## config.mk

```make
export PLATFORM = sky130hd
export DESIGN_NAME = pc_gen
export DESIGN_NICKNAME = d
export VERILOG_FILES = /design/src/rtl/pc_pkg.sv /design/src/rtl/pc_ras.sv /design/src/rtl/pc_gen.sv
export SDC_FILE = /design/constraint.sdc
export NUM_CORES = 1
export LEC_CHECK = 0
export ABC_AREA = 1
export CELL_PAD_IN_SITES_DETAIL_PLACEMENT = 0
export CELL_PAD_IN_SITES_GLOBAL_PLACEMENT = 2
export CORE_ASPECT_RATIO = 1.5
export CORE_MARGIN = 2
export CORE_UTILIZATION = 28
export DETAILED_ROUTE_END_ITERATION = 6
export GPL_TIMING_DRIVEN = 0
export PLACE_DENSITY_LB_ADDON = 0.1
export RECOVER_POWER = 25
export SLEW_MARGIN = 20
export SYNTH_ARGS = -nofsm -noshare
export SYNTH_HDL_FRONTEND = slang
export SYNTH_SLANG_ARGS = --single-unit
```

## constraint.sdc

```tcl
create_clock -name clk -period 3.8 [get_ports clk]
set_input_delay 0.57 -clock clk [delete_from_list [all_inputs] [get_ports clk]]
set_output_delay 0.57 -clock clk [all_outputs]
set_load 0.005 [all_outputs]
```

## src/rtl/pc_pkg.sv

```systemverilog
// Shared definitions for the program-counter generator: next-PC select encoding
// and the default sequential increment.
package pc_pkg;

    localparam int PC_INC_DEFAULT = 4;

    typedef enum logic [1:0] {
        PC_SEQ    = 2'b00,
        PC_BRANCH = 2'b01,
        PC_JREG   = 2'b10,
        PC_RET    = 2'b11
    } pc_src_e;

endpackage

```

## src/rtl/pc_ras.sv

```systemverilog
// Circular return-address stack. When full, a push overwrites the oldest entry.
// A simultaneous push and pop replaces the top entry in place.
module pc_ras
    import pc_pkg::*;
#(
    parameter int WIDTH = 32,
    parameter int DEPTH = 4
) (
    input  logic             clk,
    input  logic             rst,
    input  logic             push,
    input  logic             pop,
    input  logic [WIDTH-1:0] push_data,
    output logic [WIDTH-1:0] top,
    output logic             empty
);

    localparam int PW = $clog2(DEPTH);
    localparam int CW = PW + 1;

    logic [WIDTH-1:0] r_mem [DEPTH];
    logic [PW-1:0]    r_ptr;
    logic [CW-1:0]    r_count;
    logic [PW-1:0]    w_ptrInc;
    logic [PW-1:0]    w_ptrDec;

    assign w_ptrInc = r_ptr + 1'b1;
    assign w_ptrDec = r_ptr - 1'b1;
    assign top      = r_mem[r_ptr];
    assign empty    = (r_count == '0);

    // r_ptr always names the top entry, so the slot after it is the oldest once full.
    always_ff @(posedge clk) begin
        if (rst) begin
            r_ptr   <= '0;
            r_count <= '0;
        end else if (push && !pop) begin
            r_ptr <= w_ptrInc;
            if (r_count != CW'(DEPTH)) begin
                r_count <= r_count + 1'b1;
            end
        end else if (pop && !push) begin
            r_ptr   <= w_ptrDec;
            r_count <= r_count - 1'b1;
        end
    end

    always_ff @(posedge clk) begin
        if (!rst && push) begin
            if (pop) begin
                r_mem[r_ptr] <= push_data;
            end else begin
                r_mem[w_ptrInc] <= push_data;
            end
        end
    end

endmodule

```

## src/rtl/pc_gen.sv

```systemverilog
// Program-counter generator with sequential, branch, jump-register and return
// targets. Misaligned targets are rejected. Macro PC_GEN_RAS_EN adds the return-address stack.
module pc_gen
    import pc_pkg::*;
#(
    parameter int                WIDTH        = 32,
    parameter logic [WIDTH-1:0]  RESET_VECTOR = '0,
    parameter int                INC          = PC_INC_DEFAULT,
    parameter int                RAS_DEPTH    = 4
) (
    input  logic             clk,
    input  logic             rst,
    input  logic             stall,
    input  logic [1:0]       pc_src,
    input  logic [WIDTH-1:0] imm_op,
    input  logic [WIDTH-1:0] rs1_data,
    input  logic             call,
    output logic [WIDTH-1:0] pc,
    output logic [WIDTH-1:0] pc_inc,
    output logic             misalign,
    output logic             ras_empty
);

    pc_src_e          w_src;
    logic [WIDTH-1:0] r_pc;
    logic             r_misalign;
    logic [WIDTH-1:0] w_pcInc;
    logic [WIDTH-1:0] w_jregSum;
    logic [WIDTH-1:0] w_jreg;
    logic [WIDTH-1:0] w_nextPc;
    logic [WIDTH-1:0] w_rasTop;
    logic             w_rasEmpty;
    logic             w_rasHit;
    logic             w_badTarget;
    logic             w_accept;

    assign w_src       = pc_src_e'(pc_src);
    assign w_pcInc     = r_pc + WIDTH'(INC);
    assign w_jregSum   = rs1_data + imm_op;
    assign w_jreg      = {w_jregSum[WIDTH-1:1], 1'b0};
    assign w_rasHit    = (w_src == PC_RET) && !w_rasEmpty;
    assign w_badTarget = |w_nextPc[1:0];
    assign w_accept    = !stall && !w_badTarget;

    always_comb begin
        w_nextPc = w_pcInc;
        case (w_src)
            PC_SEQ:    w_nextPc = w_pcInc;
            PC_BRANCH: w_nextPc = r_pc + imm_op;
            PC_JREG:   w_nextPc = w_jreg;
            PC_RET:    w_nextPc = w_rasHit ? w_rasTop : w_jreg;
            default:   w_nextPc = w_pcInc;
        endcase
    end

    // A rejected target leaves pc in place and flags misalign for the following cycle only.
    always_ff @(posedge clk) begin
        if (rst) begin
            r_pc       <= RESET_VECTOR;
            r_misalign <= 1'b0;
        end else if (stall) begin
            r_misalign <= 1'b0;
        end else if (w_badTarget) begin
            r_misalign <= 1'b1;
        end else begin
            r_pc       <= w_nextPc;
            r_misalign <= 1'b0;
        end
    end

`ifdef PC_GEN_RAS_EN
    logic w_push;
    logic w_pop;

    assign w_push = !rst && w_accept && call;
    assign w_pop  = !rst && w_accept && w_rasHit;

    pc_ras #(
        .WIDTH (WIDTH),
        .DEPTH (RAS_DEPTH)
    ) u_ras (
        .clk       (clk),
        .rst       (rst),
        .push      (w_push),
        .pop       (w_pop),
        .push_data (w_pcInc),
        .top       (w_rasTop),
        .empty     (w_rasEmpty)
    );
`else
    logic        w_unusedCall;
    logic        w_unusedAccept;
    logic [31:0] w_unusedDepth;

    assign w_rasTop       = '0;
    assign w_rasEmpty     = 1'b1;
    assign w_unusedCall   = call;
    assign w_unusedAccept = w_accept;
    assign w_unusedDepth  = 32'(RAS_DEPTH);
`endif

    assign pc        = r_pc;
    assign pc_inc    = w_pcInc;
    assign misalign  = r_misalign;
    assign ras_empty = w_rasEmpty;

endmodule

```

### Word-level counts from Yosys, hierarchy flattened

Cells that the tools add are included.

| word-level totals | value |
|---|---|
| register bits | 33 |
| input port bits | 70 |
| output and inout bits | 66 |
| logic and storage cells | 17 |

| operators by class | value |
|---|---|
| add/subtract/negate cells | 3 |
| eq/ne operators | 3 |
| muxes and demuxes | 2 |
| bitwise operators | 2 |
| reductions and logical operators | 5 |

Operator list:

| cell | number |
|---|---|
| $pmux 32 s3 | 1 |
| $add 32x32->32 | 2 |
| $add 32x3->32 const B | 1 |
| $reduce_or 2->1 | 3 |
| $eq 2x2->1 const B | 2 |
| $eq 2x1->1 const B | 1 |
| $logic_not 2->1 | 1 |
| $not 1->1 | 2 |
| $reduce_and 2->1 | 1 |
| $mux 1 | 1 |

### Depth between registers and ports, before layout

Gate-level depths: netlist (run 1).

| logic depth | value |
|---|---|
| word-level depth | 6 |
| mapped depth | 16 |
| gate-level depth less buffers | 16 |

### Worst setup path before layout (run 1)

OpenSTA, ideal clock, no wires.

| path | value |
|---|---|
| kind | input-to-reg |
| start | in imm_op[1] |
| end | reg r_pc[3], in the netlist pc[3] |
| library setup time | 124 ps |
| arrival | 2024 ps |
| required time | 3676 ps |
| setup slack | 1652 ps |
| cell stages on the path | 11 |
| path buffers | 2 |
| cell sequence | inv_1 -> fa_1 -> nor2_1 -> a21oi_1 -> nand2_1 -> nor2_4 -> inv_2 -> buf_6 -> buf_6 -> a21oi_1 -> a31oi_1 |

| between the ends | value |
|---|---|
| longest elaborated chain between the ends | 5 |
| elaborated cells between the ends (all ways) | 6 |
| those cells by class | add/sub (2); mux (1); bitwise (1); reduce/logical (2) |

Ends and longest elaborated chain:

| what | RTL line | text |
|---|---|---|
| start: declaration | pc_gen.sv:15 | `input logic [WIDTH-1:0] imm_op,` |
| $add 32x32->32, on equally long branches | pc_gen.sv:39, pc_gen.sv:49 |  |
| $pmux 32 s3 (*) | pc_gen.sv:47 | `case (w_src)` |
| $reduce_or 2->1 | pc_gen.sv:42 | `assign w_badTarget = \|w_nextPc[1:0];` |
| $not 1->1 (no line) | - |  |
| $reduce_and 2->1 (no line) | - |  |
| end signal: assignment | pc_gen.sv:66 | `r_pc <= w_nextPc;` |
| end: declaration | pc_gen.sv:25 | `logic [WIDTH-1:0] r_pc;` |

Every way passes the cells marked *; elsewhere a longest branch is shown, timed or not.
A chain may end at the register's enable or synchronous reset.

### Worst setup path in the final report (run 1)

| path | value |
|---|---|
| start | reg r_pc[2], in the netlist pc[2] |
| end | out pc_inc[16] |

| between the ends | value |
|---|---|
| longest elaborated chain between the ends | 1 |

Ends and longest elaborated chain:

| what | RTL line | text |
|---|---|---|
| $add 32x3->32 | pc_gen.sv:38 | `assign w_pcInc = r_pc + WIDTH'(INC);` |
| end: declaration | pc_gen.sv:19 | `output logic [WIDTH-1:0] pc_inc,` |

Every way passes these cells.

==> impl_metrics.tcl, run 1 <==
set metrics [dict create \
    slew_violations 0 \
    cap_violations 0 \
    synthArstFlopShare 0 \
    grt_pass1_vias 8725 \
    fin_crit_sh 0.864 \
    crit_path_frequent_cell "nand2_2" \
    path_clk_slew_ps 60 \
    antenna_found_initial 0 \
    yosys.area.top_type_share 0.295 \
    max_stage_delay_ps 550 \
    cpMaxStageDelayCell "clkdlybuf4s50_1" \
    hpwl_um 29500 \
    track_usage 0.242 \
    overflow 0 \
    max_freq_mhz 304 \
    synth-xor-area-share 0.0191 \
    syn_area_um2 7330 \
    drive_above_1_share 0.0336 \
    drt_iter0_drc 527 \
    remaining_drc_errors 0 \
    synth-main-ff-cell "dfxtp_1" \
    yosysWarnings 0 \
    root_buffer "clkbuf_16" \
    start_util 0.284 \
    synth.distinct_cells 40 \
    crit_path_start_kind "flip-flop" \
    die_height_um 202 \
    syn_nets 1602 \
    grt_pass1_wl_um 49400 \
    clkLatencyLatePin_ps 290 \
    core_um2 25800 \
    crit_chain "ha_1 > nand2_1 > nor2_4 > nand2_2 > inv_2 > nand2_2 > nor2_2 > xor2_1 > clkdlybuf4s50_1" \
    crit_buf_inv 2 \
    fin_ws_ps 516 \
    cts_sinks 33 \
    area_growth_pct 25.5 \
    synth_top_family_by_area "simple AND/OR/NAND/NOR gates" \
    worst_hold_path_type "reg -> reg" \
    rsz0062_at_grt "no" \
    htreeDepth 2 \
    grt_start_max_net_pins 12 \
    leakagePower_nw 5.16 \
    power_mw 2.18 \
    cts_setup_buffers 0 \
    fp-row-count 72 \
    vias_per_cell 4.63 \
    portBuffers 131 \
    cts_tree "built" \
    slew_headroom 0.513 \
    io_pins 136 \
    dr.pass1.iters 5 \
    cts_hold_buffers 0 \
    arrival_ps 2710 \
    yosys.area_share.simple 0.499 \
    routedWlPerCell_um 17.1 \
    synth_fa_ha_area_frac 0.111 \
    clock_path_buffers 2 \
    crit_type "reg -> out" \
    antenna_cells 0 \
    crit_fanout 6 \
    synthCells 1468 \
    required_ps 3230 \
    peakVddDrop_v 0.000158 \
    synthMuxAreaShare 0 \
    synth_compound_area_frac 0.105 \
    place_congestion 0.875 \
    path_delay_family "simple AND/OR/NAND/NOR gates" \
    powerDensity_nw_per_um2 237 \
    cp-end-kind "primary output" \
    ctsResizeCount 0 \
    worst-slew-pin-transition_ps 730 \
    hold_viol_final 0 \
    pre_cts_ws_ps 576 \
    drt_wl_total_um 33100 \
    fin_crit_ps 3280 \
    status "finished clean" \
    tns_ps 0 \
    layout.nets 1740 \
    drtAntennaViolNets 0 \
    finClkSkew_ps 12.0 \
    numCtsBuffers 5 \
    synth_top_cell_by_area "nand2_1" \
    die_area_um2 27500 \
    finalSetupViolations 0 \
    die_x_um 136 \
    synthTopCellsByCount "nand2_1, inv_1, nand3_1" \
    ys_ff_latch 33 \
    synth_edf_count 0 \
    synth.area.top_cells "nand2_1, inv_1, ha_1" \
    synth_most_common_cell "nand2_1" \
    vias 8973 \
    ys_seq_area_frac 0.0902 \
    avgSynthCellArea_um2 4.99 \
]
## where the power goes
part	switching [mW]	internal, mW	leakage (nW)
Combinational	0.809	0.500	4.82
Clock	0.163	0.240	0.0696
Sequential	0.0820	0.382	0.272
## cells in the final DEF, fill, tap and decap left out, types with 7 or more instances in the layout
cell type / synthesis / final
nand2_1: 576 / 576
inv_1: 303 / 303
nand3_1: 115 / 115
nor2_1: 114 / 114
clkdlybuf4s50_1: 0 / 108
a21oi_1: 90 / 90
ha_1: 62 / 62
dfxtp_1: 33 / 33
o21ai_0: 27 / 27
nor3_1: 24 / 24
dlygate4sd3_1: 0 / 23
xor2_1: 15 / 15
nand4_1: 14 / 14
nand3b_1: 10 / 10
a21oi_2: 8 / 8
clkbuf_1: 7 / 7
buf_2: 7 / 7
## kinds of logic after synthesis
| family | Yosys count |
|---|---|
| and+or+nand+nor | 882 |
| xor gates and xnor gates | 16 |
| DFF | 33 |
| other | 1 |
| AOI/OAI and AO/OA | 142 |
| adders and majority gates | 64 |
| buffers and inverters | 330 |
## worst register-to-register path, cell delays in order (launching register included)
cell	delay [ps]
dfxtp_1	410
ha_1	230
inv_1	60
fa_1	480
a21oi_1	70
inv_1	50
nand2_1	130
nor2_4	220
inv_2	70
buf_6	150
a21oi_1	190
nand3_1	100
o211ai_1	110
inv_1	50
## worst paths after layout
check | depth (start not counted) | slack (ps) | startpoint | endpoint
worst max-delay path | 9 | 520 | pc[2] | pc_inc[16]
worst min register to register | 2 | 550 | pc[0] | pc[0]
worst min-delay path | 2 | 550 | pc[0] | pc[0]
worst max register to register | 13 | 1380 | pc[0] | pc[5]
## sequential cells by signal, summed over array words and instances (netlist names)
name	count
misalign	1
pc	32
## cell type report
type,instances,area (µm²)
Multi-Input combinational cell,1105,5390
Sequential cell,33,661
Tap cell,333,417
Buffer,21,121
Fill cell,3092,16600
Timing Repair Buffer,131,1310
Inverter,309,1160
Clock buffer,5,125
Clock inverter,3,17.5
## metal layers
metal  global-route usage  wire length, µm  vias to the layer above
li1                     -                -                     4800
met1                0.275            13400                     3927
met2                0.466            17500                      215
met3               0.0216             1160                       31
met4               0.0714             1100                        0
met5                    0                0                        -
## metrics by stage
stage	hold WS, ps	cell area (µm²)	instances	util
3_3_place_gp	547	9050	1932	0.351
3_5_place_dp	552	9050	1932	0.351
6_report	547	9200	1940	0.357
5_1_grt	583	9200	1940	0.357
2_1_floorplan	483	7330	1468	-
4_1_cts	570	9200	1940	0.357
Power figures use the tool's default switching activity.
==> run 2, diff against run 1 <==
--- a/config.mk
+++ b/config.mk
@@ -5,12 +5,11 @@
 export SDC_FILE = /design/constraint.sdc
 export NUM_CORES = 1
 export LEC_CHECK = 0
-export ABC_AREA = 1
 export CELL_PAD_IN_SITES_DETAIL_PLACEMENT = 0
 export CELL_PAD_IN_SITES_GLOBAL_PLACEMENT = 2
 export CORE_ASPECT_RATIO = 1.5
 export CORE_MARGIN = 2
-export CORE_UTILIZATION = 28
+export CORE_UTILIZATION = 30
 export DETAILED_ROUTE_END_ITERATION = 6
 export GPL_TIMING_DRIVEN = 0
 export PLACE_DENSITY_LB_ADDON = 0.1
==> run 2 against run 1 <==
  * Synthesized cell count decreased by 47%
  * Cell area decreased by 19%
  * Wire length decreased by 22%
  * Utilization increased by 4.6 points
  * Combinational power decreased by 9%
  * Sequential power decreased by 3%
  * Clock-buffer cell count increased by 2
  * First-iteration DRC count decreased by 28%
  * Flip-flop and latch count unchanged
  * Hold slack improved by 7.3 ps
  * Global-route usage increased by 1.6 points
  * Critical path type is now in -> reg
  * Critical endpoint is now pc[31]
  * Largest cell class unchanged
==> impl_metrics.tcl, run 2 <==
set metrics [dict create \
    final_common_cell "clkdlybuf4s50_1" \
    drt_wl_total_um 25800 \
    grt_start_max_net_pins 11 \
    root_buffer "clkbuf_16" \
    synth.distinct_cells 69 \
    largest_reg_flops 32 \
    crit_fanout 7 \
    slew_violations 0 \
    instances_no_fill 1176 \
    max_stage_delay_ps 620 \
    io_pins 136 \
    yosys.area.top_type_share 0.139 \
    avgSynthCellArea_um2 7.10 \
    synthArstFlopShare 0 \
    area_growth_pct 32.8 \
    grt_pass1_wl_um 38000 \
    leakagePower_nw 3.02 \
    synth-main-ff-cell "dfxtp_1" \
    yosysWarnings 0 \
    crit_path_start_kind "primary input" \
    synthTopCellsByCount "nor2_1, a21oi_1, nand2_1" \
    antenna_cells 0 \
    fin_crit_ps 3740 \
    met1_usage 0.286 \
    place_congestion 0.930 \
    synth_edf_count 0 \
    rsz0062_at_grt "no" \
    portBuffers 131 \
    layout_common_cells "clkdlybuf4s50_1, nor2_1, a21oi_1" \
    max_freq_mhz 268 \
    grtUsageMet3 0.0262 \
    die_x_um 115 \
    vias 6609 \
    cpMaxStageDelayCell "or4_1" \
    dr.pass1.iters 5 \
    status "finished clean" \
    layout.nets 1058 \
    die_area_um2 19700 \
    core_um2 18400 \
    dp.cells 1168 \
    filler_cell_count 2018 \
    clock_path_buffers 2 \
    ys_ff_latch 33 \
    hold_viol_final 0 \
    grt_pass1_vias 6605 \
    start_util 0.303 \
    routedWlPerCell_um 21.9 \
    crit_chain "clkdlybuf4s50_1 > ha_1 > buf_2 > nand4_1 > or4_1 > or4_1 > o32ai_2 > o21ai_1 > nand2b_1 > a21oi_1 > mux2_4 > a311oi_2" \
    synth_top_cell_by_area "ha_1" \
    htreeDepth 2 \
    required_ps 4000 \
    synth_most_common_cell "nor2_1" \
    numCtsBuffers 5 \
    grt_util_met2 0.458 \
    whs_ps 555 \
    antenna_found_initial 0 \
    clkLatencyLatePin_ps 280 \
    remaining_drc_errors 0 \
    path_clk_slew_ps 60 \
    syn_area_um2 5580 \
    top_usage_layer "met2" \
    vias_per_cell 5.62 \
    syn_nets 919 \
    drt_iter0_drc 381 \
    cap_violations 0 \
    track_usage 0.257 \
    finClkSkew_ps 6.43 \
    drtAntennaViolNets 0 \
    synth.area.top_cells "ha_1, dfxtp_1, xnor2_1" \
    cts_sinks 33 \
    die_height_um 171 \
    fp-row-count 61 \
    crit_path_frequent_cell "or4_1" \
    fin_crit_sh 0.984 \
    arrival_ps 3940 \
    cp-end-kind "flip-flop" \
    hpwl_um 21300 \
    worst_hold_path_type "reg -> reg" \
    drive_above_1_share 0.0465 \
    post-route-util 0.403 \
    synthCells 785 \
    crit_type "in -> reg" \
    overflow 0 \
    finalSetupViolations 0 \
    worst-slew-pin-transition_ps 807 \
    powerDensity_nw_per_um2 278 \
    ys_seq_area_frac 0.118 \
    slew_headroom 0.462 \
    cts_tree "built" \
    peakVddDrop_v 0.000145 \
]
[run 2: worst max-delay path: cells and delay by family]
| family | cells | cell delay (ps) |
|---|---|---|
| buffers and inverters | 2 | 630 |
| adders and majority gates | 1 | 300 |
| AOI/OAI and AO/OA | 4 | 680 |
| muxes | 1 | 320 |
| and+or+nand+nor | 4 | 1440 |
[run 2: repair_timing]
item | 4_1_cts | 5_1_grt
hold buffers | 0 | 0
pin swaps | 0 | 1
endpoints found under the hold margin | 0 | 0
endpoints found under the setup margin | 7 | 11
setup buffers | 0 | 1
resized for setup | 6 | 11
[run 2: cell type report]
| cell class | instances | area, µm² | share of cell area |
|---|---|---|---|
| multi-input combinational | 688 | 4700 | 0.635 |
| timing repair buffer | 132 | 1320 | 0.178 |
| sequential | 33 | 663 | 0.0896 |
| tap | 252 | 315 | 0.0426 |
| buffer | 40 | 173 | 0.0233 |
| clock buffer | 7 | 143 | 0.0193 |
| inverter | 24 | 90.1 | 0.0122 |
[run 2: cell families after synthesis]
| logic type | after synthesis | share of synthesized area |
|---|---|---|
| AOI/OAI and AO/OA | 262 | 0.311 |
| xor gates and xnor gates | 80 | 0.126 |
| adders and majority gates | 64 | 0.146 |
| buffers and inverters | 64 | 0.0469 |
| DFF | 33 | 0.118 |
| muxes | 8 | 0.0159 |
| other | 1 | 0.000673 |
| and+or+nand+nor | 273 | 0.235 |
[run 2: metal layers]
metal  part of all wire  wire [µm]
met5                  0          0
met4              0.073       1880
met3              0.042       1090
met2               0.50      13000
met1               0.38       9840
[run 2: worst paths after layout]
path	startpoint	to	slack, ps	depth (start not counted)
worst min-delay path	pc[0]	pc[0]	550	1
worst min register to register	pc[0]	pc[0]	550	1
worst max register to register	pc[6]	pc[27]	520	10
worst max-delay path	imm_op[16]	pc[31]	60	12
[run 2: metrics by stage]
step	instance area [µm²]	setup WS (ps)	power, mW	setup TNS (ps)
after floorplan	5580	881	1.14	0
after global placement	7200	-464	1.64	-3230
after detailed placement	7200	-477	1.64	-3410
after CTS	7360	26.2	2.07	0
after global routing	7400	2.13	2.18	0
final	7400	61.9	2.06	0
[run 2: power breakdown]
part           internal [mW]  total, mW  switching (mW)  leakage [nW]
registers              0.381      0.452          0.0709         0.272
logic                  0.522       1.19           0.665          2.68
clock network          0.258      0.418           0.161        0.0700
==> run 3, diff against run 2 <==
--- a/config.mk
+++ b/config.mk
@@ -10,10 +10,12 @@
 export CORE_ASPECT_RATIO = 1.5
 export CORE_MARGIN = 2
 export CORE_UTILIZATION = 30
+export CTS_CLUSTER_SIZE = 12
 export DETAILED_ROUTE_END_ITERATION = 6
 export GPL_TIMING_DRIVEN = 0
 export PLACE_DENSITY_LB_ADDON = 0.1
 export RECOVER_POWER = 25
+export SKIP_LAST_GASP = 1
 export SLEW_MARGIN = 20
 export SYNTH_ARGS = -nofsm -noshare
 export SYNTH_HDL_FRONTEND = slang
==> results of run 3 <==
No change in the layout: final DEF, timing and power equal those of run 2.
